`config.mk`:
```
export PLATFORM = sky130hd
export DESIGN_NAME = line_fill_engine
export DESIGN_NICKNAME = d
export VERILOG_FILES = /design/src/rtl/line_fill_engine.sv
export SDC_FILE = /design/constraint.sdc
export NUM_CORES = 1
export LEC_CHECK = 0
export CAP_MARGIN = 15
export CELL_PAD_IN_SITES_DETAIL_PLACEMENT = 0
export CELL_PAD_IN_SITES_GLOBAL_PLACEMENT = 1
export CORE_ASPECT_RATIO = 1.75
export CORE_MARGIN = 2
export CORE_UTILIZATION = 19
export DETAILED_ROUTE_END_ITERATION = 10
export PLACE_DENSITY_LB_ADDON = 0.12
export SLEW_MARGIN = 10
export SYNTH_ARGS = -nofsm -noshare
export SYNTH_HDL_FRONTEND = slang
export SYNTH_SLANG_ARGS = --single-unit
```
`constraint.sdc`:
```
create_clock -name clk -period 2.1 [get_ports clk]
set_input_delay 0.42 -clock clk [delete_from_list [all_inputs] [get_ports clk]]
set_output_delay 0.42 -clock clk [all_outputs]
set_load 0.03 [all_outputs]
```
`src/rtl/line_fill_engine.sv`:
```
// Miss-refill engine: one burst read per miss, beats written into the L1 data array.
// Optional CRITICAL_WORD_FIRST_EN: wrapping burst that starts at the requested word.
module line_fill_engine #(
    parameter int NUM_SETS      = 64,
    parameter int NUM_WAYS      = 4,
    parameter int LINE_BYTES    = 16,
    parameter int ADDR_BITS     = 32,
    parameter int INDEX_BITS    = $clog2(NUM_SETS),
    parameter int WAY_BITS      = (NUM_WAYS > 1) ? $clog2(NUM_WAYS) : 1,
    parameter int WORD_SEL_BITS = (LINE_BYTES > 4) ? $clog2(LINE_BYTES / 4) : 1
) (
    input  logic                     clk,
    input  logic                     rst,
    input  logic                     req_valid,
    output logic                     req_ready,
    input  logic [ADDR_BITS-1:0]     req_addr,
    input  logic [WAY_BITS-1:0]      req_way,
    output logic                     mem_req_valid,
    input  logic                     mem_req_ready,
    output logic [ADDR_BITS-1:0]     mem_req_addr,
    input  logic                     mem_rvalid,
    input  logic [31:0]              mem_rdata,
    output logic                     da_we,
    output logic [INDEX_BITS-1:0]    da_index,
    output logic [WAY_BITS-1:0]      da_way,
    output logic [WORD_SEL_BITS-1:0] da_word_sel,
    output logic [31:0]              da_wdata,
    output logic                     crit_valid,
    output logic [31:0]              crit_data,
    output logic                     fill_done,
    output logic [INDEX_BITS-1:0]    fill_index,
    output logic [WAY_BITS-1:0]      fill_way,
    output logic                     busy
);

    localparam int WORDS       = LINE_BYTES / 4;
    localparam int OFFSET_BITS = $clog2(LINE_BYTES);
    localparam logic [WORD_SEL_BITS-1:0] LAST = WORD_SEL_BITS'(WORDS - 1);

    typedef enum logic [1:0] {IDLE, REQ, FILL, DONE} state_t;

    state_t                   state_q, state_d;
    logic [ADDR_BITS-1:0]     addr_q, addr_w;
    logic [INDEX_BITS-1:0]    index_q;
    logic [WAY_BITS-1:0]      way_q;
    logic [WORD_SEL_BITS-1:0] crit_q, crit_w;
    logic [WORD_SEL_BITS-1:0] cnt_q, start_w, word_w;

    assign crit_w = (WORDS > 1) ? req_addr[WORD_SEL_BITS+1:2] : '0;

`ifdef CRITICAL_WORD_FIRST_EN
    assign addr_w  = {req_addr[ADDR_BITS-1:2], 2'b00};
    assign start_w = crit_q;
`else
    logic unused_addr_bits;
    assign unused_addr_bits = ^req_addr[1:0];
    assign addr_w  = {req_addr[ADDR_BITS-1:OFFSET_BITS], {OFFSET_BITS{1'b0}}};
    assign start_w = '0;
`endif

    // Word index wraps naturally at the select width.
    assign word_w = start_w + cnt_q;

    always_ff @(posedge clk) begin
        if (rst) state_q <= IDLE;
        else     state_q <= state_d;
    end

    always_ff @(posedge clk) begin
        if (rst) begin
            addr_q  <= '0;
            index_q <= '0;
            way_q   <= '0;
            crit_q  <= '0;
            cnt_q   <= '0;
        end else begin
            if (state_q == IDLE && req_valid) begin
                addr_q  <= addr_w;
                index_q <= req_addr[OFFSET_BITS +: INDEX_BITS];
                way_q   <= req_way;
                crit_q  <= crit_w;
            end
            if (state_q == REQ && mem_req_ready)
                cnt_q <= '0;
            else if (state_q == FILL && mem_rvalid)
                cnt_q <= cnt_q + 1'b1;
        end
    end

    always_comb begin
        state_d = state_q;
        unique case (state_q)
            IDLE: if (req_valid) state_d = REQ;
            REQ:  if (mem_req_ready) state_d = FILL;
            FILL: if (mem_rvalid && cnt_q == LAST) state_d = DONE;
            DONE: state_d = IDLE;
            default: state_d = IDLE;
        endcase
    end

    always_comb begin
        req_ready     = 1'b0;
        busy          = 1'b1;
        mem_req_valid = 1'b0;
        mem_req_addr  = addr_q;
        da_we         = 1'b0;
        da_index      = index_q;
        da_way        = way_q;
        da_word_sel   = '0;
        da_wdata      = '0;
        crit_valid    = 1'b0;
        crit_data     = '0;
        fill_done     = 1'b0;
        fill_index    = '0;
        fill_way      = '0;
        unique case (state_q)
            IDLE: begin
                req_ready = 1'b1;
                busy      = 1'b0;
            end
            REQ: mem_req_valid = 1'b1;
            FILL: begin
                if (mem_rvalid) begin
                    da_we       = 1'b1;
                    da_word_sel = word_w;
                    da_wdata    = mem_rdata;
                    if (word_w == crit_q) begin
                        crit_valid = 1'b1;
                        crit_data  = mem_rdata;
                    end
                end
            end
            DONE: begin
                fill_done  = 1'b1;
                fill_index = index_q;
                fill_way   = way_q;
            end
            default: ;
        endcase
    end

endmodule
```
==> results of run 1 <==
-- per-stage QoR --
stage / setup TNS, ns / hold WS, ns / instances
2_1_floorplan: 0 / 0.448 / 273
6_report: -0.180 / 0.451 / 580
4_1_cts: -0.142 / 0.455 / 578
5_1_grt: -2.68 / 0.469 / 580
3_5_place_dp: -1.75 / 0.447 / 566
3_3_place_gp: -1.06 / 0.442 / 566
-- synth_stat cells, types with 2 or more instances --
cell type / number
ha_1: 6
nor2_1: 2
inv_1: 4
dfxtp_1: 36
a21oi_1: 33
nand2b_1: 4
buf_6: 3
and3_1: 31
and3_2: 4
and2_2: 12
and2_1: 29
xor2_1: 2
buf_4: 10
clkbuf_1: 14
buf_2: 4
nand2_1: 67
-- logic make-up (layout without fill, tap and decap cells) --
| logic type | Yosys count | after routing | share of synthesized area |
|---|---|---|---|
| AND/OR/NAND/NOR | 151 | 151 | 0.395 |
| AO/OA/AOI/OAI | 37 | 37 | 0.0967 |
| flip-flops | 36 | 36 | 0.355 |
| buffers and inverters | 35 | 212 | 0.0967 |
| adder cells (fa/ha/maj) | 6 | 6 | 0.0370 |
| XOR/XNOR | 3 | 3 | 0.0129 |
| other | 1 | 4 | 0.00185 |
| multiplexers | 1 | 1 | 0.00493 |
-- repair_timing --
| item | 4_1_cts | 5_1_grt |
|---|---|---|
| cloned | 1 | 3 |
| pin swaps | 1 | 28 |
| resized for setup | 38 | 53 |
| setup buffers | 3 | 2 |
| setup endpoints to repair | 44 | 32 |
-- critical path, delay by kind of cell (launching register included) --
family,cells,cell delay [ns]
fa+ha+maj,1,0.14
buf+inv,3,0.40
flops,1,0.33
simple gates,3,0.54
-- path summary, 6_finish.rpt --
check / slack, ns / cells after the start / start / end
setup / recovery: -0.01 / 7 / state_q[0] / crit_data[11]
hold reg to reg: 0.45 / 2 / mem_req_addr[18] / mem_req_addr[18]
hold / removal: 0.45 / 2 / mem_req_addr[18] / mem_req_addr[18]
setup reg to reg: 0.52 / 6 / state_q[0] / state_q[0]
-- final cells by class --
type                    instances  share of cell area
clock buffers                   7              0.0318
clock inverters                 1             0.00210
inverters                       4             0.00360
multi-input cells             202               0.288
flip-flops and latches         36               0.174
well taps                     130              0.0390
repair buffers                200               0.462
-- routing by layer --
layer / track usage / vias to the layer above
li1: - / 1221
met1: 0.115 / 1104
met2: 0.250 / 125
met3: 0.0435 / 6
met4: 0.0395 / 0
met5: 0 / -
-- report_power, final --
part | internal (mW) | total, mW | leakage (nW) | switching [mW]
Clock | 0.443 | 0.726 | 0.0681 | 0.283
Combinational | 0.840 | 2.01 | 1.60 | 1.17
Sequential | 0.811 | 0.895 | 0.296 | 0.0845
-- sequential cells by signal (all words and copies together) (netlist names) --
| signal | count |
|---|---|
| crit_q | 2 |
| state_q | 2 |
| da_index | 5 |
| cnt_q | 2 |
| da_way | 2 |
| mem_req_addr | 23 |
==> results.cfg, run 1 <==
[final_layout]
regArea_sq_um = 726
finalInstanceArea_sq_um = 4170
fillers = 1114
utilization = 0.395
final_nets = 526
layout_commonest_cell = clkdlybuf4s50_1
layout-area-overhead-vs-synth_pct = 106
final_cell_mix = 103 x clkdlybuf4s50_1, 67 x nand2_1, 46 x buf_4
diodes = 0
multiInputGateArea_sq_um = 1200
drive_gt1_frac = 0.296

[routing]
first_pass_iters = 4
drcViolationCount = 0
top_layer_used = met4
wl_microns = 8130
wl_met2_microns = 4490
num_vias = 2456
first_iter_violations = 91
wl_met3_microns = 872
drtAntennaViolNets = 0
drt-vias-per-instance = 4.23
wire_per_inst_microns = 14.0
m1WireLength_microns = 2660

[floorplan]
die-area_sq_um = 11600
ioPinCount = 191
rows = 50
initial_utilization = 0.192
coreArea_sq_um = 10600
die_w_microns = 82.2
die_h_microns = 141

[placement]
dpl_cell_area_sq_um = 3790
dp_worst_setup_slack_ns = -0.0683
dp_hpwl_microns = 5920
gp_congestion = 0.725
port_buffers = 184

[setup_path]
cp_max_fo = 8
critPathArrivalTime_ns = 1.69
cp-start-kind = register
slowest_delay_ns = 0.33
cp-end-kind = primary output
worstPathRequired_ns = 1.68
worst_path_most_repeated_cell = buf_6
path_class = register to primary output
worst_path_max_delay_cell = dfxtp_2
cp_cell_sequence = inv_2 -> ha_4 -> nand2_4 -> nor3_4 -> buf_6 -> and2_4 -> buf_6

[sta]
worst_pin_slew_ns = 0.602
hold_viol = 0
fin_crit_ns = 2.11
rsz0062_at_grt = yes
finalClockSkew_ns = 0.00666
setup_violations = 21
period_share = 1.01
slew_violations = 0
max_freq_mhz = 473
setup_slack_ns = -0.0129
slew_headroom = 0.597

[global_route]
grt_first_pass_wirelength_microns = 11300
antenna_found_initial = 0
grt_max_degree = 37
grt_pass1_vias = 2170
grt.total_usage = 0.127
overflow = 0

[power]
powerDensity_nw_per_um2 = 870
ir_worst_vdd_mv = 0.474
leakagePower_nw = 1.97
finalPower_mw = 3.63

[yosys]
yosysUniqueCellTypes = 25
ys_ff_latch = 36
ys_seq_area_frac = 0.355
netlist_instances = 270
async_flop_share = 0
synth_top_area_frac = 0.355
avgSynthCellArea_sq_um = 7.52
synth_flop_cell = dfxtp_1
synth_edf_count = 0
synth_top_cell_by_area = dfxtp_1
yosys_warnings = 0
synth_area_leaders = dfxtp_1 35%, nand2_1 12%, and3_1 9.6%
synth.cell_area_sq_um = 2030

[clock_network]
cts_tree = yes
cts_made_buffers = 5
cts_buffer_depth = 2
clock_latency_ns = 0.28
htreeDepth = 2
hold_buffers = 0
clkSinkCount = 36
clock-root-buffer = clkbuf_16
clk_pin_slew_ns = 0.06

[run]
maxCapViolations = 0

[hold_path]
hold_class = register to register

[status]
run_status = finished with violations
violations = negative setup slack
Power figures use the tool's default switching activity.
==> inputs of run 2 (changes only) <==
--- a/config.mk
+++ b/config.mk
@@ -10,9 +10,10 @@
 export CELL_PAD_IN_SITES_GLOBAL_PLACEMENT = 1
 export CORE_ASPECT_RATIO = 1.75
 export CORE_MARGIN = 2
-export CORE_UTILIZATION = 19
+export CORE_UTILIZATION = 21
 export DETAILED_ROUTE_END_ITERATION = 10
 export PLACE_DENSITY_LB_ADDON = 0.12
+export SKIP_LAST_GASP = 1
 export SLEW_MARGIN = 10
 export SYNTH_ARGS = -nofsm -noshare
 export SYNTH_HDL_FRONTEND = slang
==> constraint.sdc (replaced) <==
create_clock -name clk -period 2.5 [get_ports clk]
set_input_delay 0.5 -clock clk [delete_from_list [all_inputs] [get_ports clk]]
set_output_delay 0.5 -clock clk [all_outputs]
set_load 0.03 [all_outputs]
==> run 2 against run 1 <==
  * Clock-buffer cell count unchanged
  * Cell count down 3.3%
  * Routed wire length down 9.4%
  * Critical path type is now input port to primary output
  * Clock power down 11%
  * Core utilization up 2.3 points
  * Power down 17%
  * The run now ends clean
  * Critical path depth down 1
  * Largest cell class unchanged
  * First-iteration DRC count down 16%
==> results.cfg, run 2 (synthesis results as in run 1) <==
[clock_network]
cts_buffer_depth = 2
clkSinkCount = 36
htreeDepth = 2
clock_latency_ns = 0.28
cts_setup_buffers = 0
clk_pin_slew_ns = 0.05
cts_tree = yes
hold_buffers = 0
cts_made_buffers = 5
clock-root-buffer = clkbuf_16

[sta]
setup_tns_ns = 0
hold_viol = 0
setup_violations = 0
rsz0062_at_grt = no
max_freq_mhz = 430
slew_violations = 0
period_share = 0.930
finalClockSkew_ns = 0.00223
fin_crit_ns = 2.33
setup_slack_ns = 0.175

[final_layout]
finalNonFillerCells = 561
final_nets = 516
layout-area-overhead-vs-synth_pct = 93.8
drive_gt1_frac = 0.230
diodes = 0
layout_commonest_cell = clkdlybuf4s50_1
final_cell_mix = 116 x clkdlybuf4s50_1, 70 x buf_4, 67 x nand2_1
largest_reg_flops = 23
utilization = 0.418
fillers = 982

[setup_path]
worst_path_max_delay_cell = clkdlybuf4s50_1
cp-start-kind = input port
cp_max_fo = 33
critPathArrivalTime_ns = 1.83
slowest_delay_ns = 0.50
reg2reg_depth = 6
path_class = input port to primary output
cp_cell_sequence = clkdlybuf4s50_1 -> nand2_2 -> nor3_4 -> buf_12 -> and2_1 -> buf_12
cp.depth = 6
cp.buffers_inverters = 3
worstPathRequired_ns = 2.00
cp_top_family = buffers and inverters
cp-end-kind = primary output
worst_path_most_repeated_cell = buf_12

[placement]
port_buffers = 184
dp_hpwl_microns = 5650
gp_congestion = 0.737
dp_worst_setup_slack_ns = 0.160
place_inst = 554

[floorplan]
die_h_microns = 134
ioPinCount = 191
die_w_microns = 78.3
coreArea_sq_um = 9410
rows = 47
initial_utilization = 0.216
die-area_sq_um = 10500

[routing]
drtAntennaViolNets = 0
first_pass_iters = 4
first_iter_violations = 76
wl_microns = 7360
num_vias = 2374
drt-vias-per-instance = 4.23
drcViolationCount = 0
wire_per_inst_microns = 13.1

[run]
maxCapViolations = 0

[hold_path]
holdPathStages = 2
hold_class = register to register

[global_route]
grt_max_degree = 37
antenna_found_initial = 0
overflow = 0
grt.total_usage = 0.135
grt_pass1_vias = 2152
grt_first_pass_wirelength_microns = 11200

[power]
leakagePower_nw = 1.82
finalPower_mw = 3.00
powerDensity_nw_per_um2 = 763
ir_worst_vdd_mv = 0.510

[status]
run_status = complete, no violations
## run 2: changes by cell type in the layout (fill, tap and decap cells not counted), moves of 3 or more
| cell | delta |
|---|---|
| and2_1 | +19 |
| and2_2 | +8 |
| and2_4 | -27 |
| buf_12 | +3 |
| buf_4 | +24 |
| buf_6 | -37 |
| clkdlybuf4s50_1 | +13 |
| dlygate4sd2_1 | -13 |
## run 2: final cells by class
cell class	count	area [sq um]	area share
well taps	122	153	0.0388
repair buffers	190	1770	0.449
inverters	4	15.0	0.00382
clock buffers	7	153	0.0388
multi-input cells	202	1130	0.286
flip-flops and latches	36	721	0.183
## run 2: power breakdown
part,total [mW],internal (mW),switching [mW]
logic,1.61,0.665,0.945
registers,0.741,0.675,0.0662
clock network,0.649,0.418,0.231
total,3.00,1.76,1.24
## run 2: final timing paths
kind                    start               end  slack, ns
min reg2reg  mem_req_addr[20]  mem_req_addr[20]       0.45
max reg2reg        state_q[0]        state_q[0]       0.80
min          mem_req_addr[20]  mem_req_addr[20]       0.45
max                mem_rvalid     crit_data[17]       0.17
## run 2: what timing repair did
item / CTS / global route
endpoints found under the hold margin: 0 / 0
endpoints found under the setup margin: 0 / 4
resized for setup: 0 / 1
## run 2: per-layer routing
metal / GRT usage / vias to the layer above / routed length [microns]
li1: - / 1198 / -
met1: 0.147 / 1049 / 2720
met2: 0.247 / 120 / 3830
met3: 0.0370 / 7 / 708
met4: 0.0497 / 0 / 101
met5: 0 / - / 0
## run 2: worst reg2reg max path: stages (launching register included)
cell	delay, ns
dfxtp_1	0.34
inv_1	0.11
ha_1	0.20
buf_4	0.32
a21bo_2	0.26
and3_1	0.20
o21a_1	0.17
## run 2: per-stage QoR
stage / area, sq um / hold slack, ns
global route: 3940 / 0.476
finish: 3940 / 0.453
global placement: 3780 / 0.442
detailed placement: 3780 / 0.447
CTS: 3930 / 0.455
floorplan: 2040 / 0.448
==> inputs of run 3 (changes only) <==
--- a/config.mk
+++ b/config.mk
@@ -12,6 +12,7 @@
 export CORE_MARGIN = 2
 export CORE_UTILIZATION = 21
 export DETAILED_ROUTE_END_ITERATION = 10
+export GPL_TIMING_DRIVEN = 1
 export PLACE_DENSITY_LB_ADDON = 0.12
 export SKIP_LAST_GASP = 1
 export SLEW_MARGIN = 10
==> results of run 3 <==
Same layout as run 2: the final DEF is identical, and so are final timing and power.
